<file path="config.mk">
export PLATFORM = sky130hd
export DESIGN_NAME = cmd_seq_mstr
export DESIGN_NICKNAME = d
export VERILOG_FILES = /design/src/rtl/cmd_seq_mstr_pkg.sv /design/src/rtl/cmd_fifo.sv /design/src/rtl/cmd_seq_mstr.sv
export SDC_FILE = /design/constraint.sdc
export NUM_CORES = 1
export LEC_CHECK = 0
export ABC_AREA = 0
export ABC_CLOCK_PERIOD_IN_PS = 2800
export BUFFER_PORTS_ARGS = -buffer_cell sky130_fd_sc_hd__buf_2
export CAP_MARGIN = 20
export CORE_UTILIZATION = 60
export CTS_BUF_LIST = sky130_fd_sc_hd__clkbuf_8
export DETAILED_ROUTE_END_ITERATION = 10
export PLACE_DENSITY = 0.82
export SYNTH_ARGS = -nofsm -noshare
export SYNTH_HDL_FRONTEND = slang
export SYNTH_SLANG_ARGS = --single-unit
</file>
<file path="constraint.sdc">
create_clock -name clk -period 2.8 [get_ports clk]
set_input_delay 0.14 -clock clk [delete_from_list [all_inputs] [get_ports clk]]
set_output_delay 0.14 -clock clk [all_outputs]
set_load 0.02 [all_outputs]
</file>
<file path="src/rtl/cmd_seq_mstr_pkg.sv">
// Shared definitions for the command sequencer master.
//   state_e   : sequencer FSM states
//   opcodes   : UART command opcodes, upper byte of a 24-bit command
//   ACK / NAK : standard response bytes returned by the UART slave
package cmd_seq_mstr_pkg;

  typedef enum logic [2:0] {
    ST_IDLE      = 3'd0,
    ST_LOAD      = 3'd1,
    ST_SEND      = 3'd2,
    ST_WAIT_SENT = 3'd3,
    ST_WAIT_RESP = 3'd4,
    ST_CHECK     = 3'd5
  } state_e;

  localparam logic [7:0] DUMP_CH     = 8'h01;
  localparam logic [7:0] CFG_GAIN    = 8'h02;
  localparam logic [7:0] TRIG_LVL    = 8'h03;
  localparam logic [7:0] TRIG_POS    = 8'h04;
  localparam logic [7:0] SET_DEC     = 8'h05;
  localparam logic [7:0] TRIG_CFG    = 8'h06;
  localparam logic [7:0] RD_TRIG_CFG = 8'h07;
  localparam logic [7:0] EEP_WRT     = 8'h08;
  localparam logic [7:0] EEP_RD      = 8'h09;

  localparam logic [7:0] ACK = 8'hA5;
  localparam logic [7:0] NAK = 8'hEE;

endpackage

</file>
<file path="src/rtl/cmd_fifo.sv">
// Show-ahead FIFO holding queued command entries.
// Ports:
//   clk, rst_n        : clock, async active-low reset (empties the FIFO)
//   push_i, wdata_i   : enqueue; dropped while full, even if pop_i is high
//   pop_i             : dequeue the head entry (ignored while empty)
//   rdata_o           : head entry, valid whenever empty_o is low
//   full_o, empty_o   : occupancy flags
module cmd_fifo #(
  parameter int W     = 33,
  parameter int DEPTH = 4
) (
  input  logic         clk,
  input  logic         rst_n,
  input  logic         push_i,
  input  logic [W-1:0] wdata_i,
  input  logic         pop_i,
  output logic [W-1:0] rdata_o,
  output logic         full_o,
  output logic         empty_o
);

  localparam int AW = $clog2(DEPTH);

  if (DEPTH < 2 || (DEPTH & (DEPTH - 1)) != 0) begin : g_bad_depth
    $error("cmd_fifo: DEPTH must be a power of 2 and >= 2");
  end

  logic [W-1:0] mem [DEPTH];
  // One extra pointer bit separates full from empty when the indices match.
  logic [AW:0]  wr_q, wr_d;
  logic [AW:0]  rd_q, rd_d;
  logic         do_push, do_pop;

  assign full_o  = (wr_q[AW] != rd_q[AW]) && (wr_q[AW-1:0] == rd_q[AW-1:0]);
  assign empty_o = (wr_q == rd_q);
  assign do_push = push_i && !full_o;
  assign do_pop  = pop_i && !empty_o;
  assign rdata_o = mem[rd_q[AW-1:0]];

  always_comb begin
    wr_d = wr_q;
    rd_d = rd_q;
    if (do_push) wr_d = wr_q + (AW+1)'(1);
    if (do_pop)  rd_d = rd_q + (AW+1)'(1);
  end

  always_ff @(posedge clk or negedge rst_n) begin
    if (!rst_n) begin
      wr_q <= '0;
      rd_q <= '0;
    end else begin
      wr_q <= wr_d;
      rd_q <= rd_d;
    end
  end

  always_ff @(posedge clk) begin
    if (do_push) mem[wr_q[AW-1:0]] <= wdata_i;
  end

endmodule

</file>
<file path="src/rtl/cmd_seq_mstr.sv">
// Command sequencer master: queues {cmd, expected response, check flag}
// entries, sends each command to a UART master, captures the response and
// scores it against the expected byte.
// Optional feature macro: RESP_TIMEOUT_EN (response timeout of TO_CYC cycles).
// Ports:
//   clk, rst_n                  : clock, async active-low reset
//   push, cmd_in, exp_in, chk_in: enqueue an entry; full/empty report FIFO state
//   send_cmd, cmd, cmd_sent     : command handshake with the UART master
//   resp_rdy, resp, clr_resp_rdy: response handshake with the UART master
//   busy, last_resp             : sequencer activity, last captured response
//   pass_cnt, fail_cnt, err,
//   timeout, clr_stat           : saturating scoreboard and its clear
//
// state        | meaning
// ST_IDLE      | waiting for a queued entry
// ST_LOAD      | pop head entry into cmd/exp/chk registers
// ST_SEND      | request transmission (send_cmd pulses next cycle)
// ST_WAIT_SENT | waiting for cmd_sent
// ST_WAIT_RESP | waiting for resp_rdy (or timeout)
// ST_CHECK     | score captured response, return to idle
module cmd_seq_mstr
  import cmd_seq_mstr_pkg::*;
#(
  parameter int CMD_W  = 24,
  parameter int RESP_W = 8,
  parameter int DEPTH  = 4,
  parameter int CNT_W  = 8,
  parameter int TO_CYC = 1000000
) (
  input  logic              clk,
  input  logic              rst_n,
  input  logic              push,
  input  logic [CMD_W-1:0]  cmd_in,
  input  logic [RESP_W-1:0] exp_in,
  input  logic              chk_in,
  output logic              full,
  output logic              empty,
  output logic              send_cmd,
  output logic [CMD_W-1:0]  cmd,
  input  logic              cmd_sent,
  input  logic              resp_rdy,
  input  logic [RESP_W-1:0] resp,
  output logic              clr_resp_rdy,
  output logic              busy,
  output logic [RESP_W-1:0] last_resp,
  output logic [CNT_W-1:0]  pass_cnt,
  output logic [CNT_W-1:0]  fail_cnt,
  output logic              err,
  output logic              timeout,
  input  logic              clr_stat
);

  localparam int ENT_W = CMD_W + RESP_W + 1;

  if (TO_CYC < 2) begin : g_bad_to
    $error("cmd_seq_mstr: TO_CYC must be >= 2");
  end

  state_e            state_q, state_d;
  logic [CMD_W-1:0]  cmd_q;
  logic [RESP_W-1:0] exp_q;
  logic              chk_q;
  logic [RESP_W-1:0] last_q;
  logic [CNT_W-1:0]  pass_q, fail_q;
  logic              err_q;
  logic              send_q, send_d;
  logic              clr_q, clr_d;
  logic              capture, pass_inc, fail_inc;
  logic [ENT_W-1:0]  fifo_rdata;
  logic              pop;

  assign pop = (state_q == ST_LOAD);

  cmd_fifo #(.W(ENT_W), .DEPTH(DEPTH)) u_fifo (
    .clk    (clk),
    .rst_n  (rst_n),
    .push_i (push),
    .wdata_i({cmd_in, exp_in, chk_in}),
    .pop_i  (pop),
    .rdata_o(fifo_rdata),
    .full_o (full),
    .empty_o(empty)
  );

`ifdef RESP_TIMEOUT_EN
  localparam int TO_W = (TO_CYC > 2) ? $clog2(TO_CYC) : 1;
  logic [TO_W-1:0] to_cnt_q;
  logic            to_q;
  logic            to_hit;
  logic            to_expired;

  assign to_expired = (to_cnt_q == TO_W'(TO_CYC - 1));
  assign timeout    = to_q;

  // Held at zero outside WAIT_RESP, so every entry starts counting from 0.
  always_ff @(posedge clk or negedge rst_n) begin
    if (!rst_n)                       to_cnt_q <= '0;
    else if (state_q != ST_WAIT_RESP) to_cnt_q <= '0;
    else                              to_cnt_q <= to_cnt_q + TO_W'(1);
  end

  always_ff @(posedge clk or negedge rst_n) begin
    if (!rst_n)        to_q <= 1'b0;
    else if (clr_stat) to_q <= 1'b0;
    else if (to_hit)   to_q <= 1'b1;
  end
`else
  assign timeout = 1'b0;
`endif

  always_comb begin
    state_d  = state_q;
    send_d   = 1'b0;
    clr_d    = 1'b0;
    capture  = 1'b0;
    pass_inc = 1'b0;
    fail_inc = 1'b0;
`ifdef RESP_TIMEOUT_EN
    to_hit   = 1'b0;
`endif
    case (state_q)
      ST_IDLE:      if (!empty) state_d = ST_LOAD;
      ST_LOAD:      state_d = ST_SEND;
      ST_SEND: begin
        send_d  = 1'b1;
        state_d = ST_WAIT_SENT;
      end
      ST_WAIT_SENT: if (cmd_sent) state_d = ST_WAIT_RESP;
      ST_WAIT_RESP: begin
        if (resp_rdy) begin
          capture = 1'b1;
          clr_d   = 1'b1;
          state_d = ST_CHECK;
        end
`ifdef RESP_TIMEOUT_EN
        else if (to_expired) begin
          fail_inc = 1'b1;
          to_hit   = 1'b1;
          state_d  = ST_IDLE;
        end
`endif
      end
      ST_CHECK: begin
        if (chk_q) begin
          if (last_q == exp_q) pass_inc = 1'b1;
          else                 fail_inc = 1'b1;
        end
        state_d = ST_IDLE;
      end
      default: state_d = ST_IDLE;
    endcase
  end

  always_ff @(posedge clk or negedge rst_n) begin
    if (!rst_n) begin
      state_q <= ST_IDLE;
      cmd_q   <= '0;
      exp_q   <= '0;
      chk_q   <= 1'b0;
      last_q  <= '0;
      send_q  <= 1'b0;
      clr_q   <= 1'b0;
    end else begin
      state_q <= state_d;
      send_q  <= send_d;
      clr_q   <= clr_d;
      if (pop) {cmd_q, exp_q, chk_q} <= fifo_rdata;
      if (capture) last_q <= resp;
    end
  end

  // Clear has priority over any increment landing in the same cycle.
  always_ff @(posedge clk or negedge rst_n) begin
    if (!rst_n) begin
      pass_q <= '0;
      fail_q <= '0;
      err_q  <= 1'b0;
    end else if (clr_stat) begin
      pass_q <= '0;
      fail_q <= '0;
      err_q  <= 1'b0;
    end else begin
      if (pass_inc && pass_q != '1) pass_q <= pass_q + CNT_W'(1);
      if (fail_inc) begin
        err_q <= 1'b1;
        if (fail_q != '1) fail_q <= fail_q + CNT_W'(1);
      end
    end
  end

  assign send_cmd     = send_q;
  assign clr_resp_rdy = clr_q;
  assign cmd          = cmd_q;
  assign busy         = (state_q != ST_IDLE);
  assign last_resp    = last_q;
  assign pass_cnt     = pass_q;
  assign fail_cnt     = fail_q;
  assign err          = err_q;

endmodule

</file>
==> out/results.ini <==
[placement]
placed_cells = 685
post-dp-hpwl_mm = 8.43
gp_congestion = 0.785
port_buffers = 100
dpl-instance-area_sq_um = 8590

[timing]
holdWs_ns = 0.0974
max-slew-margin-rel_pct = 37.7
finalCritPeriodShare_pct = 84.8
fmax_ghz = 0.421
tightest_slew_ns = 0.934
setup_viol = 0
drv_slew = 0
timing.setup.tns_ns = 0
period_needed_ns = 2.38
finClkSkew_ns = 0.0226
hold_viol = 0
rsz0062_at_grt = false

[routing]
avgRoutedWirePerCell_microns = 18.3
first_pass_iters = 4
vias = 4367
drt-total-wl_mm = 14.4
vias_per_cell = 5.55
drc = 0
first_iter_violations = 269
ant_nets = 0

[setup_path]
r2r-end = pass_cnt[4]
worstRegToRegCells = 5
critical_path_class = flip-flop to flip-flop
r2r_start = state_q[1]
cp_data_arrival_time_ns = 2.80
cp.required_ns = 3.23
r2r_setup_slack_ns = 0.42
startpoint = state_q[1]
path_max_fanout = 12
end_kind = flip-flop
startpoint_type = flip-flop

[power_and_ir_drop]
leakagePower_nw = 3.74
ir_drop_mv = 0.646
finalPower_mw = 9.73
power_density_nw_per_um2 = 1010

[global_routing]
grt_pass1_wl_mm = 22.5
overflow = 0
grt_max_degree = 70
antenna_found_initial = 0
grt_pass1_vias = 4452
grt_use_total_pct = 22.3

[final_layout]
nets = 644
fill_cells = 764
final_cell_mix = 132 x edfxtp_1, 99 x buf_2, 67 x dfrtp_1
antenna_cells = 0
stdcell_count = 787
drive_gt1_share_pct = 40.0
stdcell_area_sq_um = 9630
final_common_cell = edfxtp_1
syn2layout_area_growth_pct = 22.2

[cts]
root_buffer = clkbuf_8
cts.sinks = 201
clk_latency_ns = 0.55
cts_buffers = 31
path_clk_slew_ns = 0.07
clockBufferDepth = 3
tritoncts = built
h-tree-depth = 1

[synth]
synthDistinctLibCells = 42
ys_warn_count = 0
syn_area_sq_um = 7880
syn-num-nets = 479
netlist_instances = 425
synth_ff_type = edfxtp_1
synthArstFlopShare_pct = 34.3
syn_area_per_cell_sq_um = 18.5
ys_seq_area_share_pct = 72.2
synth-edff-count = 132
synth_seq_cells = 201

[floorplanning]
core_area_sq_um = 12700
rows = 41
pin_count = 102
die_y_microns = 117
die-area_sq_um = 13600
die_w_microns = 117
start_util_pct = 62.0

[status]
status = complete, no violations

[run]
cap_viol_max_count = 0

[min_path]
min_path_type = input port to flip-flop
min_delay_path_depth = 4
min_from = push
whs_endpoint = u_fifo.wr_q[1]

-- synth_stat cells, drive strengths merged, types with 2 or more instances --
| library cell | n | area (sq um) |
|---|---|---|
| nor2b | 6 | 37.5 |
| a21oi | 8 | 40.0 |
| or4 | 3 | 26.3 |
| nor2 | 15 | 56.3 |
| nand2 | 8 | 30.0 |
| inv | 5 | 18.8 |
| nor3 | 6 | 35.0 |
| edfxtp | 132 | 3960 |
| clkbuf | 9 | 33.8 |
| o31ai | 2 | 15.0 |
| and3 | 2 | 12.5 |
| or3 | 6 | 37.5 |
| buf | 10 | 58.8 |
| nand3 | 4 | 20.0 |
| nor4 | 4 | 25.0 |
| mux4 | 33 | 743 |
| xor2 | 5 | 43.8 |
| o21ai | 5 | 25.0 |
| ha | 7 | 87.6 |
| dfrtp | 69 | 1730 |
| nand4 | 6 | 37.5 |
| xnor2 | 14 | 123 |
| mux2 | 47 | 529 |
| and4 | 3 | 31.3 |
| and2 | 4 | 25.0 |
-- stage by stage --
step / setup slack, ns / util [%]
after floorplan: 0.219 / -
after global placement: 0.589 / 67.5
after detailed placement: 0.467 / 67.5
after CTS: 0.456 / 75.7
after global routing: 0.315 / 75.7
final: 0.424 / 75.7
-- registers in the layout (all words and copies together), names as in the netlist, 3 cells and up --
name	cells
fail_cnt	8
last_resp	8
cmd	24
u_fifo.wr_q	3
u_fifo.rd_q	3
u_fifo.mem	132
exp_q	8
pass_cnt	8
state_q	3
-- metal layers --
metal / GRT usage (%) / part of all wire [%] / vias up
met5: 0 / 0 / -
met3: 4.15 / 5.2 / 32
li1: - / - / 1990
met1: 28.1 / 41 / 2208
met4: 7.43 / 2.4 / 0
met2: 39.2 / 51 / 137
-- worst max path at each step --
| stage | to | slack (ns) | depth (start not counted) |
|---|---|---|---|
| after floorplan | u_fifo.mem[3][0] | 0.22 | 5 |
| after global placement | pass_cnt[3] | 0.59 | 5 |
| after detailed placement | pass_cnt[4] | 0.47 | 5 |
| after CTS | pass_cnt[4] | 0.46 | 5 |
| after global routing | pass_cnt[3] | 0.31 | 5 |
| final | pass_cnt[4] | 0.42 | 5 |
-- repair_timing --
action                                 CTS  global route
endpoints found under the hold margin  217             0
hold buffers                            44             0
buffers inserted                         0             0
resized for setup                        0             0
-- critical path, stage by stage, from the launching register on --
cell and delay, ns:
dfrtp_1 0.45, nand4b_1 0.50, a41o_1 0.41, nor3_2 0.44, nand4_1 0.18, mux2_2 0.30
-- final cells by class --
class | instances | area (sq um) | share of cell area (%)
Clock buffer | 37 | 509 | 5.29
Timing Repair Buffer | 151 | 1010 | 10.5
Multi-Input combinational cell | 200 | 2090 | 21.7
Clock inverter | 21 | 95.1 | 0.987
Sequential cell | 201 | 5690 | 59.1
Tap cell | 172 | 215 | 2.23
Inverter | 5 | 18.8 | 0.195
-- power by group --
part | total [mW] | internal (mW) | switching, mW
registers | 4.41 | 4.05 | 0.363
clock network | 2.29 | 1.20 | 1.08
logic | 3.03 | 1.43 | 1.60
-- kinds of logic (layout without fill, tap and decap cells) --
group                    after synthesis  count (layout)  share of synthesized area (%)
other                                  1               1                         0.0476
flip-flops                           201             201                           72.2
buffers and inverters                 24             214                           1.41
AO/OA/AOI/OAI                         19              19                           1.49
adder cells (fa/ha/maj)                7               7                           1.11
AND/OR/NAND/NOR                       73              73                           5.37
XOR/XNOR                              19              19                           2.11
multiplexers                          81              81                           16.3
(Power assumes the default switching activity.)
